**src/rtl/vend_pkg.sv**
```systemverilog
// Shared types and constants for the vending-machine transaction controller.
package vend_pkg;

    typedef enum logic [1:0] {
        IDLE,
        CREDIT,
        DISPENSE,
        CHANGE
    } state_t;

    typedef logic [3:0] credit_t;

    localparam credit_t COIN1_VAL = 4'd1;
    localparam credit_t COIN2_VAL = 4'd2;

    // Prices stay parameters of the top, so they are passed in rather than fixed here.
    function automatic int unsigned price_of(
        input logic [1:0]  sel_id,
        input int unsigned p0,
        input int unsigned p1,
        input int unsigned p2,
        input int unsigned p3
    );
        case (sel_id)
            2'd0:    return p0;
            2'd1:    return p1;
            2'd2:    return p2;
            default: return p3;
        endcase
    endfunction

endpackage

```
**src/rtl/vend_tick_timer.sv**
```systemverilog
// Tick-enabled down-counter; done flags the tick that takes the count from 1 to 0.
module vend_tick_timer #(
    parameter int unsigned WIDTH = 8
) (
    input  logic             clk,
    input  logic             reset,
    input  logic             tick,
    input  logic             load,
    input  logic [WIDTH-1:0] load_val,
    input  logic             clear,
    output logic             done
);

    logic [WIDTH-1:0] count;

    always_ff @(posedge clk or posedge reset) begin
        if (reset) begin
            count <= '0;
        end else if (clear) begin
            count <= '0;
        end else if (load) begin
            count <= load_val;
        end else if (tick && count != '0) begin
            count <= count - 1'b1;
        end
    end

    assign done = tick && (count == WIDTH'(1));

endmodule

```
**src/rtl/vend_sequencer.sv**
```systemverilog
// Vending transaction controller: credit keeping, selection, dispense strobe and change payout.
module vend_sequencer
    import vend_pkg::*;
#(
    parameter int unsigned PRICE0        = 3,
    parameter int unsigned PRICE1        = 5,
    parameter int unsigned PRICE2        = 7,
    parameter int unsigned PRICE3        = 9,
    parameter int unsigned MAX_CREDIT    = 15,
    parameter int unsigned DISP_TICKS    = 4,
    parameter int unsigned TIMEOUT_TICKS = 20
) (
    input  logic       clk,
    input  logic       reset,
    input  logic       tick,
    input  logic       coin1,
    input  logic       coin2,
    input  logic       sel_valid,
    input  logic [1:0] sel_id,
    output logic       sel_ready,
    input  logic       cancel,
    output logic [3:0] credit,
    output logic       busy,
    output logic       dispense,
    output logic [1:0] dispense_id,
    output logic       change_pulse,
    output logic       coin_reject,
    output logic       err_price
);

    localparam int unsigned TW = 8;
    localparam logic [TW-1:0] DISP_LOAD    = TW'((DISP_TICKS == 0) ? 1 : DISP_TICKS);
    localparam logic [TW-1:0] TIMEOUT_LOAD = TW'((TIMEOUT_TICKS == 0) ? 1 : TIMEOUT_TICKS);
    localparam logic [4:0]    MAX_C        = 5'(MAX_CREDIT);

    state_t        state;
    logic          coin_any;
    credit_t       coin_val;
    logic [4:0]    coin_sum;
    logic          coin_fits;
    int unsigned   sel_price;
    logic          afford;
    logic          t_load;
    logic          t_clear;
    logic [TW-1:0] t_val;
    logic          t_done;

    assign coin_any  = coin1 | coin2;
    assign coin_val  = coin2 ? COIN2_VAL : COIN1_VAL;
    assign coin_sum  = {1'b0, credit} + {1'b0, coin_val};
    assign coin_fits = (coin_sum <= MAX_C);
    assign sel_price = price_of(sel_id, PRICE0, PRICE1, PRICE2, PRICE3);
    assign afford    = ({28'd0, credit} >= sel_price);
    assign sel_ready = (state == IDLE || state == CREDIT) && sel_valid && !coin_any && !cancel;

    // One timer serves three roles: timeout in CREDIT, strobe width in DISPENSE,
    // and one-tick phase pacing in CHANGE (reloaded with 1 each phase).
    always_comb begin
        t_load  = 1'b0;
        t_clear = 1'b0;
        t_val   = TIMEOUT_LOAD;
        case (state)
            IDLE: begin
                if (coin_any) t_load = 1'b1;
                else          t_clear = 1'b1;
            end
            CREDIT: begin
                if (cancel) begin
                    t_load = 1'b1;
                    t_val  = TW'(1);
                end else if (coin_any) begin
                    t_load = 1'b1;
                end else if (sel_ready) begin
                    t_load = 1'b1;
                    if (afford) t_val = DISP_LOAD;
                end else if (t_done) begin
                    t_load = 1'b1;
                    t_val  = TW'(1);
                end
            end
            DISPENSE, CHANGE: begin
                if (t_done) begin
                    t_load = 1'b1;
                    t_val  = TW'(1);
                end
            end
            default: ;
        endcase
    end

    vend_tick_timer #(.WIDTH(TW)) u_timer (
        .clk      (clk),
        .reset    (reset),
        .tick     (tick),
        .load     (t_load),
        .load_val (t_val),
        .clear    (t_clear),
        .done     (t_done)
    );

    always_ff @(posedge clk or posedge reset) begin
        if (reset) begin
            state        <= IDLE;
            credit       <= '0;
            busy         <= 1'b0;
            dispense     <= 1'b0;
            dispense_id  <= '0;
            change_pulse <= 1'b0;
            coin_reject  <= 1'b0;
            err_price    <= 1'b0;
        end else begin
            coin_reject <= 1'b0;
            err_price   <= 1'b0;
            case (state)
                IDLE: begin
                    if (coin_any) begin
                        if (coin_fits) begin
                            credit <= coin_sum[3:0];
                            state  <= CREDIT;
                        end
                        coin_reject <= (coin1 & coin2) | !coin_fits;
                    end else if (sel_ready) begin
                        err_price <= 1'b1;
                    end
                end
                CREDIT: begin
                    if (cancel) begin
                        state <= CHANGE;
                        busy  <= 1'b1;
                    end else if (coin_any) begin
                        if (coin_fits) credit <= coin_sum[3:0];
                        coin_reject <= (coin1 & coin2) | !coin_fits;
                    end else if (sel_ready) begin
                        if (afford) begin
                            dispense_id <= sel_id;
                            credit      <= credit - sel_price[3:0];
                            dispense    <= 1'b1;
                            busy        <= 1'b1;
                            state       <= DISPENSE;
                        end else begin
                            err_price <= 1'b1;
                        end
                    end else if (t_done) begin
                        state <= CHANGE;
                        busy  <= 1'b1;
                    end
                end
                DISPENSE: begin
                    coin_reject <= coin_any;
                    if (t_done) begin
                        dispense <= 1'b0;
                        if (credit != '0) begin
                            state <= CHANGE;
                        end else begin
                            state <= IDLE;
                            busy  <= 1'b0;
                        end
                    end
                end
                CHANGE: begin
                    coin_reject <= coin_any;
                    if (credit == '0) begin
                        state        <= IDLE;
                        busy         <= 1'b0;
                        change_pulse <= 1'b0;
                    end else if (t_done) begin
                        if (change_pulse) begin
                            change_pulse <= 1'b0;
                            credit       <= credit - 1'b1;
                            if (credit == 4'd1) begin
                                state <= IDLE;
                                busy  <= 1'b0;
                            end
                        end else begin
                            change_pulse <= 1'b1;
                        end
                    end
                end
                default: state <= IDLE;
            endcase
        end
    end

endmodule

```
**config.mk**
```make
export PLATFORM = sky130hd
export DESIGN_NAME = vend_sequencer
export DESIGN_NICKNAME = d
export VERILOG_FILES = /design/src/rtl/vend_pkg.sv /design/src/rtl/vend_tick_timer.sv /design/src/rtl/vend_sequencer.sv
export SDC_FILE = /design/constraint.sdc
export NUM_CORES = 1
export LEC_CHECK = 0
export ABC_AREA = 0
export CAP_MARGIN = 30
export CORE_ASPECT_RATIO = 0.5
export CORE_MARGIN = 2
export CORE_UTILIZATION = 50
export CTS_CLUSTER_SIZE = 14
export DETAILED_ROUTE_END_ITERATION = 6
export GPL_TIMING_DRIVEN = 1
export PLACE_DENSITY = 0.85
export SYNTH_ARGS = -nofsm -noshare
export SYNTH_HDL_FRONTEND = slang
export SYNTH_HIERARCHICAL = 1
export SYNTH_SLANG_ARGS = --single-unit
```
**constraint.sdc**
```tcl
create_clock -name clk -period 2.4 [get_ports clk]
set_input_delay 0.48 -clock clk [delete_from_list [all_inputs] [get_ports clk]]
set_output_delay 0.48 -clock clk [all_outputs]
set_load 0.1 [all_outputs]
```
==> reports/results.txt <==
Worst r2r src -> u_timer/count[5]
Simple-Gate Fraction of Synth Area -> 22.6%
Routed WL -> 4630 um
Required time worst endpoint -> 2.55 ns
Drt pass-1 iters -> 5
Layout area overhead -> 35.2%
CTS tree -> built
Hold Buf Count CTS -> 0
Initial core utilization -> 54.5%
Sequential area share after synthesis -> 30.9%
EDFF count, synth -> 0
Post-synthesis compound-gate area fraction -> 22.6%
Area after DPL -> 0.00216 sq mm
Width of the die -> 86.5 um
Syn_area_per_cell -> 8.63 sq um
Final Non-Filler Cells -> 294
Tightest Pin Transition -> 0.531 ns
DRC viols -> 0
Via count -> 1,714
R2R Setup Slk -> 0.07 ns
Clock transition at the registers of the reported paths -> 0.08 ns
Pin count of the biggest net entering global routing -> 18
RePlAce Congestion -> 0.859
Crit Path Class -> reg2reg
Clock Latency Late Sink -> 0.27 ns
XOR/XNOR Fraction of Synth Area -> 3.09%
Clk root buf -> clkbuf_8
Startpoint Class -> flip-flop
Cts bufs inserted -> 3
Overflow left after global routing -> 0
Yosys warning count -> 6
Fmax -> 430 MHz
PwrDens -> 1390 mW/mm^2
Max Slew Vio Count -> 0
RR Endpoint -> state[0]
Ant. Diodes -> 0
Tmin final -> 2.33 ns
Routed WL per cell -> 15.8 um
WHS -> 0.476 ns
Synthesis-stage register bit count -> 21
Tot Pwr -> 3.20 mW
CP Capture Type -> flip-flop
Static Leakage -> 1.04 nW
Vias in the first global route -> 1,613
Post-Synth Adder-Cell Area -> 11.2%
Fin nets -> 278
Placed insts -> 286
DP Wirelength -> 3330 um
CORE AREA -> 0.00312 sq mm
Design area -> 0.00230 sq mm
Fraction of layout cells with a size suffix above 1 -> 32.3%
Crit path from -> u_timer/count[5]
# port buffers -> 20
Hold crit path type -> in2async
Fillers -> 215
First-pass GRT wire length -> 7220 um
Drt initial violations -> 121
Top FF cell, synth -> dfrtp_1
Worst Clk Skew -> 0.00704 ns
Max FO, Critical Path -> 8
WP data arrival -> 2.47 ns
Cells after synthesis -> 197
Largest family of logic cells by synthesized area -> simple AND/OR/NAND/NOR gates
Max-cap viol count -> 0
Max IR drop VDD -> 1150 uV
Mux share of post-synthesis cell area -> 3.24%
CTS Sinks -> 21
Vias/cell -> 5.83
Synth unique cells -> 56
Worst setup path end -> state[0]
Rel. slew slack -> 64.6%
Crit share post-route -> 96.9%
Setup violators final -> 0
I/O pins -> 21
Chip Height -> 45.2 um
Overall global routing resource usage -> 24.1%
Async SR Flop Fraction -> 100%
Row count -> 14
ANT nets after route -> 0
Post-Route Setup TNS -> 0 ns
Outcome -> completed
DIE AREA -> 0.00391 sq mm
Worst Reg-to-Reg Cells -> 7
Max Root-Sink Buffers -> 2
Max H-tree Level -> 1
Post-Syn Area -> 0.00170 sq mm
Hold Vio Cnt, Final -> 0
Initial antenna violation count -> 0
==> registers in the layout, summed over array words and instances, names as in the netlist <==
name and flops:
coin_reject 1, u_timer/count 8, dispense 1, err_price 1, change_pulse 1, dispense_id 2
busy 1, credit 4, state 2
==> layout by cell type (no fill, tap or decap), drive strengths merged, types with 4 or more instances in the layout <==
cell type      Yosys  final
nor2              23     23
mux2               4      4
a211oi             9      9
dfrtp             21     21
inv               17     17
nand3              4      4
or3                4      4
conb               1      5
buf                3     49
a21oi             11     11
nand2             16     16
ha                12     12
nor3               7      7
o21ai             11     11
xnor2              5      5
nor4               5      5
clkdlybuf4s50      0      4
==> worst max-delay path, cell delays in order, from the launching register on <==
cell,delay (ns)
dfrtp_2,0.43
or4_4,0.52
nor4_4,0.25
buf_4,0.21
nand2_1,0.10
o22a_1,0.22
buf_4,0.15
or3_1,0.33
==> routing by layer <==
| metal | global-route usage, % | vias to the layer above | wire length [um] |
|---|---|---|---|
| li1 | - | 824 | - |
| met1 | 29.4 | 805 | 2050 |
| met2 | 43.4 | 71 | 2210 |
| met3 | 4.75 | 14 | 289 |
| met4 | 9.06 | 0 | 80 |
| met5 | 0 | - | 0 |
==> power by group <==
part	switching (mW)	leakage, nW	internal (mW)
sequential	0.186	0.241	0.519
clock	0.124	0.0255	0.116
combinational	1.39	0.769	0.868
==> cell type report <==
type | count | area, sq um | share of cell area, %
clock buffer | 3 | 41.3 | 1.80
clock inverter | 1 | 5.00 | 0.218
inverter | 17 | 63.8 | 2.77
multi-input combinational | 155 | 1140 | 49.7
sequential | 21 | 531 | 23.1
tap | 40 | 50.0 | 2.18
timing repair buffer | 57 | 467 | 20.3
==> Yosys cell counts, types with 2 or more instances <==
library cell,count,share of area (%)
nor2_1,23,5.1
mux2_2,3,2.0
clkbuf_1,5,1.1
or3_4,2,1.3
xnor2_1,5,2.6
and3_1,2,0.74
o21ai_0,10,2.9
dfrtp_1,21,31
nor3b_1,2,0.88
a22oi_1,2,0.88
a2111oi_2,2,1.8
or3_1,2,0.74
nor4_1,3,1.1
nand3_1,4,1.2
nand2_1,16,3.5
fa_1,2,2.4
a31oi_1,3,1.1
nor4_2,2,1.5
a21oi_1,10,2.9
inv_1,17,3.8
and4_1,2,1.0
nor3_1,6,1.8
o211ai_1,2,0.88
a211oi_1,8,3.5
ha_1,12,8.8
==> logic make-up after synthesis <==
group | Yosys count
mux | 5
fa+ha+maj | 14
buf+inv | 25
other cells | 1
compound gates | 54
simple gates | 71
xor+xnor | 6
flops | 21
==> per-stage QoR <==
step	setup WS [ns]	util, %
floorplan	0.0105	-
global placement	-0.225	69.3
detailed placement	-0.266	69.3
CTS	0.00687	71.0
global route	-0.0444	73.8
finish	0.0743	73.8
==> timing repair <==
action                                  CTS  global route
setup buffers                             1             3
endpoints found under the setup margin    2            11
resized for setup                         3            13
pin swaps                                 1             8
==> how the worst min path moves through the flow <==
stage	depth (start not counted)	to	from	slack (ns)
2_1_floorplan	1	u_timer/count[0]	reset	0.30
3_3_place_gp	1	busy	state[1]	0.48
3_5_place_dp	1	dispense_id[0]	dispense_id[0]	0.50
4_1_cts	2	u_timer/count[5]	reset	0.48
5_1_grt	2	dispense_id[1]	sel_id[1]	0.51
6_report	2	u_timer/count[6]	reset	0.48
Power figures use the tool's default switching activity.
